<file path="src/rtl/peb_frame_sched.sv">
// peb_frame_sched: launches blocks into the PEC chain, flags first block and frame end,
// then drains the finished partial-sum bank to POOL while the next frame proceeds.
module peb_frame_sched #(
    parameter int LENPSUM = 16,
    parameter int ADDR_W  = $clog2(LENPSUM),
    parameter int CNT_W   = 8
) (
    input  logic              clk,
    input  logic              rst_n,
    input  logic              cfg_start,
    input  logic [CNT_W-1:0]  cfg_num_blk,
    input  logic [CNT_W-1:0]  cfg_num_frm,
    output logic              blk_start,
    input  logic              blk_done,
    output logic              frt_blk,
    output logic              fnh_frm,
    input  logic              pool_rdy,
    output logic              pool_en_rd,
    output logic [ADDR_W-1:0] pool_addr_rd,
    output logic              pool_vld,
    output logic              pool_last,
    output logic              busy,
    output logic              done
);
    localparam logic [2:0] IDLE    = 3'd0;
    localparam logic [2:0] LAUNCH  = 3'd1;
    localparam logic [2:0] WAITBLK = 3'd2;
    localparam logic [2:0] ENDFRM  = 3'd3;
    localparam logic [2:0] FLUSH   = 3'd4;
    localparam logic       DR_IDLE = 1'b0;
    localparam logic       DR_READ = 1'b1;
    localparam logic [ADDR_W-1:0] LAST_ADDR = ADDR_W'(LENPSUM - 1);

    logic [2:0]        state;
    logic              drState;
    logic [CNT_W-1:0]  numBlk, numFrm, blkCnt, frmCnt;
    logic [ADDR_W-1:0] addr;
    logic              blkAck, frtBlk, poolVld, poolLast;
    logic              drIdle, lastBlk, lastFrm, lastRead, fnhFrm;

    assign drIdle   = drState == DR_IDLE;
    assign lastBlk  = blkCnt == numBlk - CNT_W'(1);
    assign lastFrm  = frmCnt == numFrm - CNT_W'(1);
    assign fnhFrm   = state == ENDFRM && drIdle;
    assign lastRead = pool_en_rd && addr == LAST_ADDR;

    assign blk_start    = state == LAUNCH;
    assign frt_blk      = frtBlk;
    assign fnh_frm      = fnhFrm;
    assign pool_en_rd   = drState == DR_READ && pool_rdy;
    assign pool_addr_rd = addr;
    assign pool_vld     = poolVld;
    assign pool_last    = poolLast;
    assign busy         = state != IDLE;
    assign done         = state == FLUSH && drIdle && !poolVld;

    // blk_done is acknowledged one cycle late so the next launch lands two cycles after it
    always_ff @(posedge clk or negedge rst_n) begin
        if (!rst_n) begin
            state  <= IDLE;
            numBlk <= '0;
            numFrm <= '0;
            blkCnt <= '0;
            frmCnt <= '0;
            blkAck <= 1'b0;
            frtBlk <= 1'b0;
        end else begin
            blkAck <= blk_done && state == WAITBLK && !blkAck;
            case (state)
                IDLE: if (cfg_start) begin
                    numBlk <= cfg_num_blk == '0 ? CNT_W'(1) : cfg_num_blk;
                    numFrm <= cfg_num_frm == '0 ? CNT_W'(1) : cfg_num_frm;
                    blkCnt <= '0;
                    frmCnt <= '0;
                    frtBlk <= 1'b1;
                    state  <= LAUNCH;
                end
                LAUNCH: state <= WAITBLK;
                WAITBLK: begin
                    if (blk_done) frtBlk <= 1'b0;
                    if (blkAck) begin
                        state  <= lastBlk ? ENDFRM : LAUNCH;
                        blkCnt <= lastBlk ? blkCnt : blkCnt + CNT_W'(1);
                    end
                end
                ENDFRM: if (drIdle) begin
                    blkCnt <= '0;
                    frmCnt <= lastFrm ? frmCnt : frmCnt + CNT_W'(1);
                    frtBlk <= !lastFrm;
                    state  <= lastFrm ? FLUSH : LAUNCH;
                end
                FLUSH: if (drIdle && !poolVld) state <= IDLE;
                default: state <= IDLE;
            endcase
        end
    end

    // the drain starts the cycle after fnh_frm, once the PEB bank flag has toggled
    always_ff @(posedge clk or negedge rst_n) begin
        if (!rst_n) begin
            drState  <= DR_IDLE;
            addr     <= '0;
            poolVld  <= 1'b0;
            poolLast <= 1'b0;
        end else begin
            poolVld  <= pool_en_rd;
            poolLast <= lastRead;
            drState  <= fnhFrm ? DR_READ : lastRead ? DR_IDLE : drState;
            if (pool_en_rd) addr <= lastRead ? '0 : addr + ADDR_W'(1);
        end
    end
endmodule

</file>
<file path="config.mk">
export PLATFORM = sky130hd
export DESIGN_NAME = peb_frame_sched
export DESIGN_NICKNAME = d
export VERILOG_FILES = /design/src/rtl/peb_frame_sched.sv
export SDC_FILE = /design/constraint.sdc
export NUM_CORES = 1
export LEC_CHECK = 0
export CORE_ASPECT_RATIO = 1.75
export CORE_MARGIN = 10
export CORE_UTILIZATION = 55
export DETAILED_ROUTE_END_ITERATION = 8
export GPL_TIMING_DRIVEN = 0
export PLACE_DENSITY = 0.79
export SYNTH_ARGS = -nofsm -noshare
export SYNTH_HDL_FRONTEND = slang
export SYNTH_SLANG_ARGS = --single-unit
export TNS_END_PERCENT = 100
</file>
<file path="constraint.sdc">
create_clock -name clk -period 2.49 [get_ports clk]
set_input_delay 0.498 -clock clk [delete_from_list [all_inputs] [get_ports clk]]
set_output_delay 0.498 -clock clk [all_outputs]
set_load 0.05 [all_outputs]
</file>
* Yosys cells after proc, flatten, opt, wreduce, memory -nomap -nowiden
Index checks and enable logic that the tools add are counted.
** Cells by class
- Add/subtract/negate cells :: 5
- Reductions and logical operators :: 23
- Bitwise operators :: 1
- Muxes and demuxes :: 24
- Equal/unequal tests :: 14
** Operators with widths (number)
- $mux 8 :: 8
- $pmux 8 s3 :: 1
- $add 8x1->8 const B :: 2
- $eq 8x8->1 :: 2
- $logic_not 8->1 :: 2
- $pmux 8 s2 :: 1
- $sub 8x1->8 const B :: 2
- $mux 3 :: 5
- $pmux 3 s5 :: 1
- $ne 2x2->1 const B :: 6
- $reduce_and 4->1 :: 3
- $logic_and 1x1->1 :: 8
- $eq 3x2->1 const B :: 2
- $reduce_bool 3->1 :: 2
- $mux 1 :: 5
- $reduce_and 5->1 :: 1
- $add 4x1->4 const B :: 1
- $eq 4x4->1 const B :: 1
- $mux 4 :: 1
- $reduce_bool 2->1 :: 2
- $eq 3x1->1 const B :: 1
- $eq 3x3->1 const B :: 1
- $logic_not 1->1 :: 3
- $logic_not 3->1 :: 1
- other kinds (5) :: 5
** Word-level totals
- Word-level logic and storage cells :: 78
- Register bits after elaboration :: 44
- Output and inout port bits :: 12
- Bits of input ports :: 21

* Logic depth before layout (Yosys ltp)
Gate-level depths: netlist (run 1).
- Word-level depth :: 5
- Depth in mapped cells :: 10
- Gate-level depth less buffers :: 9

* Worst setup path before layout (run 1)
No wires, ideal clock.
- Kind :: reg2out
- Start :: reg state[1]
- End :: out done
- Slack :: 0.165 ns
- Data arrival time :: 1.827 ns
- Data required time :: 1.992 ns
- Path buffers :: 1
- Stages on the path, launching flop included :: 5
- Cells stage by stage :: dfrtp_1 clkbuf_1 nor2_1 nand2_1 nor3_1
** Between the ends
- Longest elaborated chain between the ends :: 3
** Ends and longest elaborated chain
- from (decl) :: line 34 : logic [2:0] state;
- from (signal assigned) :: line 82 : state <= lastBlk ? ENDFRM : LAUNCH;
- from (signal assigned) :: line 90 : state <= lastFrm ? FLUSH : LAUNCH;
- $eq 3x3->1 :: line 55 : assign done = state == FLUSH && drIdle && !poolVld;
- $logic_and 1x1->1 (2 in a row) :: line 55
- to (decl) :: line 23 : output logic done
Every way passes these cells.

* Final worst setup path (run 1)
- Start :: reg numBlk[1]
- End :: reg blkCnt[6]
** Between the ends
- Longest elaborated chain between the ends :: 4
** Ends and longest elaborated chain
- from (decl) :: line 36 : logic [CNT_W-1:0] numBlk, numFrm, blkCnt, frmCnt;
- from (signal assigned) :: line 71 : numBlk <= cfg_num_blk == '0 ? CNT_W'(1) : cfg_num_blk;
- $sub 8x1->8 :: line 42 : assign lastBlk = blkCnt == numBlk - CNT_W'(1);
- $eq 8x8->1 :: line 42
- $ne 2x2->1 (no source line)
- $reduce_and 5->1 (no source line)
- to (signal assigned) :: line 83 : blkCnt <= lastBlk ? blkCnt : blkCnt + CNT_W'(1);
- to (decl) :: line 36
Every way passes these cells.
A chain may end at the register's enable or synchronous reset.

==> results of run 1 <==
[logic make-up (layout without fill, tap and decap cells)]
logic type	Yosys count	count (layout)	synth area share, %
fa+ha+maj	5	5	2.362
flops	44	44	41.57
simple gates	141	142	26.88
buf+inv	27	68	3.873
compound gates	71	71	18.47
xor+xnor	16	16	5.291
mux	4	4	1.559
[per-stage QoR]
step                hold slack (ns)  setup TNS [ns]
floorplan                    0.2024               0
global placement             0.4466          -11.47
detailed placement           0.4071         -0.6888
CTS                         0.07741               0
global route                0.08821         -0.1604
finish                      0.07492               0
[power groups by stage]
stage                     Clock [W]  Sequential, W  Combinational (W)
after detailed placement          0        0.00109            0.00108
after CTS                  0.000477        0.00108            0.00111
after floorplan                   0        0.00116           0.000693
final                      0.000464        0.00109            0.00113
after global routing       0.000498        0.00111            0.00127
after global placement            0        0.00108            0.00105
[layout make-up]
type | instances | area [sq um]
inverters | 14 | 52.55
multi-input cells | 238 | 1514
repair buffers | 34 | 329.1
well taps | 52 | 65.06
clock inverters | 2 | 10.01
clock buffers | 6 | 82.58
plain buffers | 12 | 46.29
flip-flops and latches | 44 | 1102
fillers | 408 | 1464
[flip-flops by register name, indices dropped and copies added, names as in the netlist]
signal / count
blkCnt: 8
frmCnt: 8
numBlk: 8
numFrm: 8
pool_addr_rd: 4
state: 3
blkAck: 1
drState: 1
frt_blk: 1
pool_last: 1
pool_vld: 1
[path summary, 6_finish.rpt]
kind | from | cells past startpoint | endpoint
min | rst_n | 1 | pool_vld$_DFF_PN0_
max reg2reg | numBlk[1]$_DFFE_PN0P_ | 7 | blkCnt[6]$_DFFE_PN0P_
max in group asynchronous | rst_n | 2 | numFrm[0]$_DFFE_PN0P_
min in group clk | blkAck$_DFF_PN0_ | 1 | blkAck$_DFF_PN0_
max | numBlk[1]$_DFFE_PN0P_ | 7 | blkCnt[6]$_DFFE_PN0P_
min reg2reg | blkAck$_DFF_PN0_ | 1 | blkAck$_DFF_PN0_
[repair_timing]
action	4_1_cts	5_1_grt
resized for setup	10	17
gates cloned	1	0
setup buffers	0	1
pin swaps	2	5
hold buffers	0	0
setup endpoints to repair	14	18
[per-layer routing]
layer | track usage (%) | wire length (um) | vias up
li1 | - | - | 1169
met4 | 7.761 | 198 | 0
met3 | 2.311 | 137 | 20
met2 | 30.11 | 3639 | 44
met5 | 0 | 0 | -
met1 | 17.59 | 2440 | 1167
[synthesized netlist by cell type (6+ instances only)]
cell	instances
inv_1	14
nand2_1	59
xnor2_1	13
nor3_1	10
o31ai_1	6
nand3_1	9
nand2b_1	6
nor2_1	15
a21oi_1	13
o21ai_0	27
dfrtp_1	44
clkbuf_1	11
==> flow_summary.toml, run 1 <==
[run_status]
run_status = "complete, no violations"

[global_route]
grt_pass1_vias = 2499
grt_max_degree = 34
grt-ovfl-total = 0
grt_pass1_wl_mm = 11.20
antenna_found_initial = 0
track_usage_pct = 16.48

[logic_synthesis]
ys_warn_count = 0
ys.flop_type = "dfrtp_1"
synth_cell_types = 53
syn_nets = 334
synth_edf_count = 0
syn_area_sq_um = 2649
synth_area_leader_cell = "dfrtp_1"
synth.yosys.seq_area_share_pct = 41.57
async_reset_ff_share_pct = 100.0
ys_seq_elements = 44
syn_inst = 308
yosys-top-cells-area = "dfrtp_1 42%, nand2_1 8.4%, o21ai_0 5.1%"
avgSynthCellArea_sq_um = 8.600
yosysTopAreaCellShare_pct = 41.57

[routing]
drt-pass1-iter-count = 4
drc_errors = 0
routed_via_density = 5.970
routed_wl_mm = 6.414
drt_iter0_markers = 163
wl_per_cell_um = 15.96
detail-route-antenna-nets = 0
dr_total_vias = 2400

[pwr]
combPwrFrac_pct = 42.2
power.internal_w = 0.001560
p_sw_w = 0.001125
p_per_area_nw_per_um2 = 838.4
pwr-share-clk_pct = 17.3
power.share.sequential_pct = 40.5
switching_share_pct = 41.90
power_leakage_nw = 1.359
p_total_w = 0.002684
ir_worst_vdd_mv = 0.8694

[cells_and_area]
final_nets = 375
final_cell_mix = "59 x nand2_1, 43 x dfrtp_1, 26 x clkdlybuf4s50_1"
fin_cells = 402
layout_commonest_cell = "nand2_1"
diodes = 0
fin_area_sq_um = 3202
drive_gt1_share_pct = 11.14
fin_util_pct = 68.62
areaGrowthSynthToFinish_pct = 20.88

[placed_design]
dpl_worst_slack_ns = -0.1147
placed_area_sq_um = 3049
gp_congestion = 0.8637
io_buffers = 32
dp_hpwl_mm = 4.851
dp_cells = 393

[hold_path]
hold_class = "in -> async"

[floorplanning]
fp-row-count = 33
io_pins = 33
die_h_um = 111.8
die_area_sq_um = 8101
initial_core_util_pct = 56.77
fp.coreArea_sq_um = 4666
chipWidth_um = 72.46

[cts]
cts_buffers = 5
h-tree-depth = 2
clock-sinks = 44
cts_tree = "yes"
clk_path_buf_depth = 2
path_clk_slew_ns = 0.08
insertion_delay_ns = 0.30
root_buffer = "clkbuf_8"

[critical_path]
crit_top_cell = "o31ai_1"
path_cells = "or4_4 -> o211ai_1 -> o31ai_1 -> o311ai_4 -> nand3_2 -> o21ai_0 -> o31ai_1"
crit_required_ns = 2.67
cp.arrival_ns = 2.58
slowest_delay_ns = 0.58
slowest_stage = "or4_4"
crit_buf_inv = 0
critPathCaptureType = "flip-flop"
rrSetupSlack_ns = 0.09
crit_family = "compound AO/OA/AOI/OAI gates"
crit_path_start_kind = "flip-flop"
cp_max_fo = 5
critPathKind = "reg -> reg"

[run]
cap_violations = 0

[timing]
fin_ws_ns = 0.08985
clock.fmax_mhz = 416.6
clock_skew_ns = 0.01035
setup_violations = 0
final-hold-violation-count = 0
rsz0062_at_grt = "true"
fin_crit_sh_pct = 96.39
worst_pin_slew_ns = 0.7300
slew_violations = 0
relSlewSlack_pct = 51.23
fin_crit_ns = 2.400
No activity file was read; power rests on OpenSTA's default activity.
==> run 2, diff against run 1 <==
MAX_ROUTING_LAYER = met4   (was unset)
==> flow_summary.toml, run 2 (synthesis gave the netlist of run 1 again) <==
[critical_path]
rrSetupSlack_ns = 0.09
slowest_delay_ns = 0.58
crit_top_cell = "o31ai_1"
r2r-start = "numBlk[1]$_DFFE_PN0P_"
r2r_end = "blkCnt[6]$_DFFE_PN0P_"
cp-endpoint = "blkCnt[6]$_DFFE_PN0P_"
critPathKind = "reg -> reg"
r2r_cells = 6
cp.arrival_ns = 2.61
slowest_stage = "or4_4"
cp-startpoint = "numBlk[1]$_DFFE_PN0P_"
crit_cells = 6
cp_max_fo = 6
crit_buf_inv = 0
path_cells = "or4_4 -> o211ai_1 -> o31ai_1 -> o311ai_4 -> nand3_2 -> o31ai_1"
crit_path_start_kind = "flip-flop"
critPathCaptureType = "flip-flop"
crit_family = "compound AO/OA/AOI/OAI gates"
crit_required_ns = 2.70

[timing]
setup_violations = 0
rsz0062_at_grt = "true"
fin_ws_ns = 0.09004
fin_crit_sh_pct = 96.38
final-hold-violation-count = 0
holdWs_ns = 0.07043
relSlewSlack_pct = 51.19
worst_pin_slew_ns = 0.7306
clock.fmax_mhz = 416.7
fin_crit_ns = 2.400
slew_violations = 0
clock_skew_ns = 0.01201

[placed_design]
dpl_worst_slack_ns = -0.1147
dp_hpwl_mm = 4.851
dp_cells = 393
gp_congestion = 0.8776
io_buffers = 32

[floorplanning]
fp-row-count = 33
initial_core_util_pct = 56.77
io_pins = 33
die_area_sq_um = 8101
fp.coreArea_sq_um = 4666
die_h_um = 111.8
chipWidth_um = 72.46

[cts]
path_clk_slew_ns = 0.09
insertion_delay_ns = 0.30
root_buffer = "clkbuf_8"
cts_buffers = 5
h-tree-depth = 2
cts_tree = "yes"
clock-sinks = 44
clk_path_buf_depth = 2

[pwr]
power_leakage_nw = 1.359
ir_worst_vdd_mv = 0.8695
p_per_area_nw_per_um2 = 840.4
p_total_w = 0.002691

[routing]
wl_per_cell_um = 16.09
drt-pass1-iter-count = 4
detail-route-antenna-nets = 0
routed_via_density = 5.995
drc_errors = 0
dr_total_vias = 2410
routed_wl_mm = 6.468
drt_iter0_markers = 203

[global_route]
grt_max_degree = 34
track_usage_pct = 17.02
grt_pass1_wl_mm = 11.25
antenna_found_initial = 0
grt_pass1_vias = 2486
grt-ovfl-total = 0

[cells_and_area]
areaGrowthSynthToFinish_pct = 20.88
diodes = 0
final_nets = 375
final_cell_mix = "59 x nand2_1, 43 x dfrtp_1, 26 x clkdlybuf4s50_1"
layout_commonest_cell = "nand2_1"
drive_gt1_share_pct = 11.14
fin_cells = 402
fin_util_pct = 68.62

[run]
cap_violations = 0

[run_status]
run_status = "complete, no violations"

[hold_path]
hold_class = "in -> async"
==> run 2: cell counts in the layout (fill, tap and decap cells not counted) <==
No cell type changed its count.
==> run 2: how the worst min path moves through the flow <==
stage	endpoint	slack, ns	depth (start not counted)
after floorplan	blkAck$_DFF_PN0_	0.20	0
after global placement	blkAck$_DFF_PN0_	0.45	1
after detailed placement	blkAck$_DFF_PN0_	0.41	1
after CTS	frt_blk$_DFFE_PN0P_	0.08	1
after global routing	pool_last$_DFF_PN0_	0.09	1
final	pool_vld$_DFF_PN0_	0.07	1
==> run 2: routing by layer <==
layer	wire (um)	track usage, %	vias up	share of wire, %
li1	-	-	1170	-
met1	2492	17.86	1181	39
met2	3652	30.17	39	56
met3	120	2.311	20	1.9
met4	202	7.506	0	3.1
met5	0	-	-	0
==> run 2: repair_timing <==
action | 4_1_cts | 5_1_grt
endpoints found under the hold margin | 0 | 0
endpoints found under the setup margin | 14 | 18
resized for setup | 10 | 17
pin swaps | 2 | 5
setup buffers | 0 | 1
hold buffers | 0 | 0
cloned | 1 | 0
==> run 2: worst reg2reg max path, delay by kind of cell (launching register included) <==
kind             cells  cell delay, ns
flip-flops           1            0.41
AND/OR/NAND/NOR      2            0.81
AO/OA/AOI/OAI        4            1.09
==> run 2: report_power, final <==
part / internal (W) / switching (W) / total, W / leakage (nW)
combinational: 0.000461 / 0.000672 / 0.00113 / 0.766
clock: 0.000222 / 0.000249 / 0.000471 / 0.0510
sequential: 0.000877 / 0.000210 / 0.00109 / 0.542
total: 0.00156 / 0.00113 / 0.00269 / 1.36
==> run 2: final cells by class <==
class	instances	area, sq um
fill	408	1464
clock buffer	6	82.58
tap	52	65.06
multi-input combinational	238	1514
clock inverter	2	10.01
timing repair buffer	34	329.1
inverter	14	52.55
buffer	12	46.29
sequential	44	1102
==> run 2: per-stage QoR <==
step / instance area, sq um / setup TNS, ns
2_1_floorplan: 2649 / 0
3_3_place_gp: 3034 / -11.47
3_5_place_dp: 3049 / -0.6888
4_1_cts: 3172 / 0
5_1_grt: 3202 / -0.1526
6_report: 3202 / 0
==> run 3, diff against run 2 <==
CORE_UTILIZATION = 50   (was 55)
CTS_CLUSTER_SIZE = 8   (was unset)
PLACE_DENSITY = 0.76   (was 0.79)
clock period = 2.1 ns   (was 2.49 ns; I/O delays follow)
==> flow_summary.toml, run 3 (synthesis gave the netlist of run 1 again) <==
[placed_design]
io_buffers = 32
placed_area_sq_um = 3089
dp_hpwl_mm = 4.947
gp_congestion = 0.8594
dpl_worst_slack_ns = -0.3953
dp_cells = 396

[run_status]
violations = "setup timing"
run_status = "complete, but fails checks"

[cts]
insertion_delay_ns = 0.30
root_buffer = "clkbuf_8"
cts_buffers = 5
clk_path_buf_depth = 2
path_clk_slew_ns = 0.08
h-tree-depth = 2
clock-sinks = 44
cts_tree = "yes"
cts.hold.buffers_added = 0

[routing]
routed_via_density = 5.917
drt-pass1-iter-count = 4
dr_total_vias = 2491
detail-route-antenna-nets = 0
wl_per_cell_um = 17.54
drc_errors = 0
drt_iter0_markers = 118
routed_wl_mm = 7.383

[global_route]
grt-ovfl-total = 0
track_usage_pct = 17.63
grt_max_degree = 27
antenna_found_initial = 0
grt_pass1_vias = 2548
grt_pass1_wl_mm = 11.86

[run]
cap_violations = 0

[cells_and_area]
fin_cells = 421
final_nets = 391
final_cell_mix = "54 x nand2_1, 40 x dfrtp_1, 26 x clkdlybuf4s50_1"
diodes = 0
drive_gt1_share_pct = 25.14
fin_area_sq_um = 3563
areaGrowthSynthToFinish_pct = 34.53
fill_cells = 382
layout_commonest_cell = "nand2_1"

[hold_path]
hold_class = "in -> async"

[critical_path]
crit_top_cell = "o21ai_1"
r2r-start = "numBlk[0]$_DFFE_PN0P_"
critPathKind = "reg -> reg"
cp.arrival_ns = 2.64
cp-endpoint = "blkCnt[2]$_DFFE_PN0P_"
crit_path_start_kind = "flip-flop"
r2r_cells = 9
critPathCaptureType = "flip-flop"
crit_required_ns = 2.33
path_cells = "inv_2 -> ha_4 -> or3b_4 -> or4_4 -> a211oi_4 -> o311ai_4 -> nand3_2 -> o21ai_1 -> o21ai_1"
slowest_stage = "or4_4"
cp-startpoint = "numBlk[0]$_DFFE_PN0P_"
slowest_delay_ns = 0.44
cp_max_fo = 5
r2r_end = "blkCnt[2]$_DFFE_PN0P_"
rrSetupSlack_ns = -0.31

[timing]
clock.fmax_mhz = 414.9
rsz0062_at_grt = "true"
fin_crit_sh_pct = 114.8
fin_crit_ns = 2.410
setup_violations = 18
fin_ws_ns = -0.3100
final-hold-violation-count = 0
worst_pin_slew_ns = 0.5588
relSlewSlack_pct = 62.75
slew_violations = 0
clock_skew_ns = 0.006954

[floorplanning]
io_pins = 33
chipWidth_um = 75.02
initial_core_util_pct = 50.83
die_h_um = 116.3
fp-row-count = 35
fp.coreArea_sq_um = 5211
die_area_sq_um = 8724

[pwr]
p_per_area_nw_per_um2 = 1025
ir_worst_vdd_mv = 0.7787
power_leakage_nw = 1.484
p_total_w = 0.003651
run 3: cell types whose count changed in the layout (fill, tap and decap cells not counted), moves of 5 or more:
cell	previous run	this run
nand2_2	0	5
nand2_1	59	54
o21ai_0	25	12
buf_4	1	16
o21ai_1	1	11
run 3: timing repair:
| action | CTS | global route |
|---|---|---|
| endpoints found under the hold margin | 0 | 0 |
| pin swaps | 13 | 4 |
| resized for setup | 53 | 28 |
| setup endpoints to repair | 41 | 40 |
| gates cloned | 1 | 0 |
| setup buffers | 10 | 7 |
run 3: worst min-delay path by stage:
stage | cells after the start | from | end | slack [ns]
global placement | 1 | blkAck$_DFF_PN0_ | blkAck$_DFF_PN0_ | 0.45
global route | 1 | rst_n | pool_addr_rd[2]$_DFFE_PN0P_ | 0.09
CTS | 1 | rst_n | pool_addr_rd[2]$_DFFE_PN0P_ | 0.07
floorplan | 0 | rst_n | blkAck$_DFF_PN0_ | 0.12
finish | 1 | rst_n | blkAck$_DFF_PN0_ | 0.06
detailed placement | 1 | rst_n | blkAck$_DFF_PN0_ | 0.40
run 3: final cells by class:
type | instances | area, sq um | area share, %
Sequential cell | 44 | 1106 | 31.04
Clock buffer | 6 | 72.57 | 2.037
Tap cell | 55 | 68.82 | 1.931
Buffer | 12 | 52.55 | 1.475
Clock inverter | 2 | 35.03 | 0.9831
Inverter | 14 | 52.55 | 1.475
Timing Repair Buffer | 50 | 456.7 | 12.82
Multi-Input combinational cell | 238 | 1719 | 48.24
run 3: power by group:
part | internal [W] | total (W) | switching [W] | leakage (nW)
logic | 0.000717 | 0.00170 | 0.000980 | 0.891
registers | 0.00104 | 0.00131 | 0.000270 | 0.538
clock network | 0.000353 | 0.000642 | 0.000289 | 0.0552
run 3: layer usage:
layer	up-vias	GRT usage [%]	share of wire, %
met1	1239	17.69	36
met3	20	1.956	1.8
met5	-	-	0
li1	1198	-	-
met4	0	6.726	2.4
met2	34	33.10	59
run 3: through the flow:
step / util [%] / hold WS [ns] / TNS [ns]
global route: 68.38 / 0.08641 / -5.019
detailed placement: 59.28 / 0.3974 / -6.199
finish: 68.38 / 0.06063 / -3.631
CTS: 65.50 / 0.07356 / -3.182
global placement: 58.99 / 0.4509 / -30.66
floorplan: - / 0.1244 / -0.8559
run 3: critical path: cells and delay by family (launching register included):
kind / cells / cell delay (ns)
AND/OR/NAND/NOR: 3 / 1.01
AO/OA/AOI/OAI: 4 / 0.67
flip-flops: 1 / 0.43
adder cells (fa/ha/maj): 1 / 0.13
buffers and inverters: 1 / 0.10
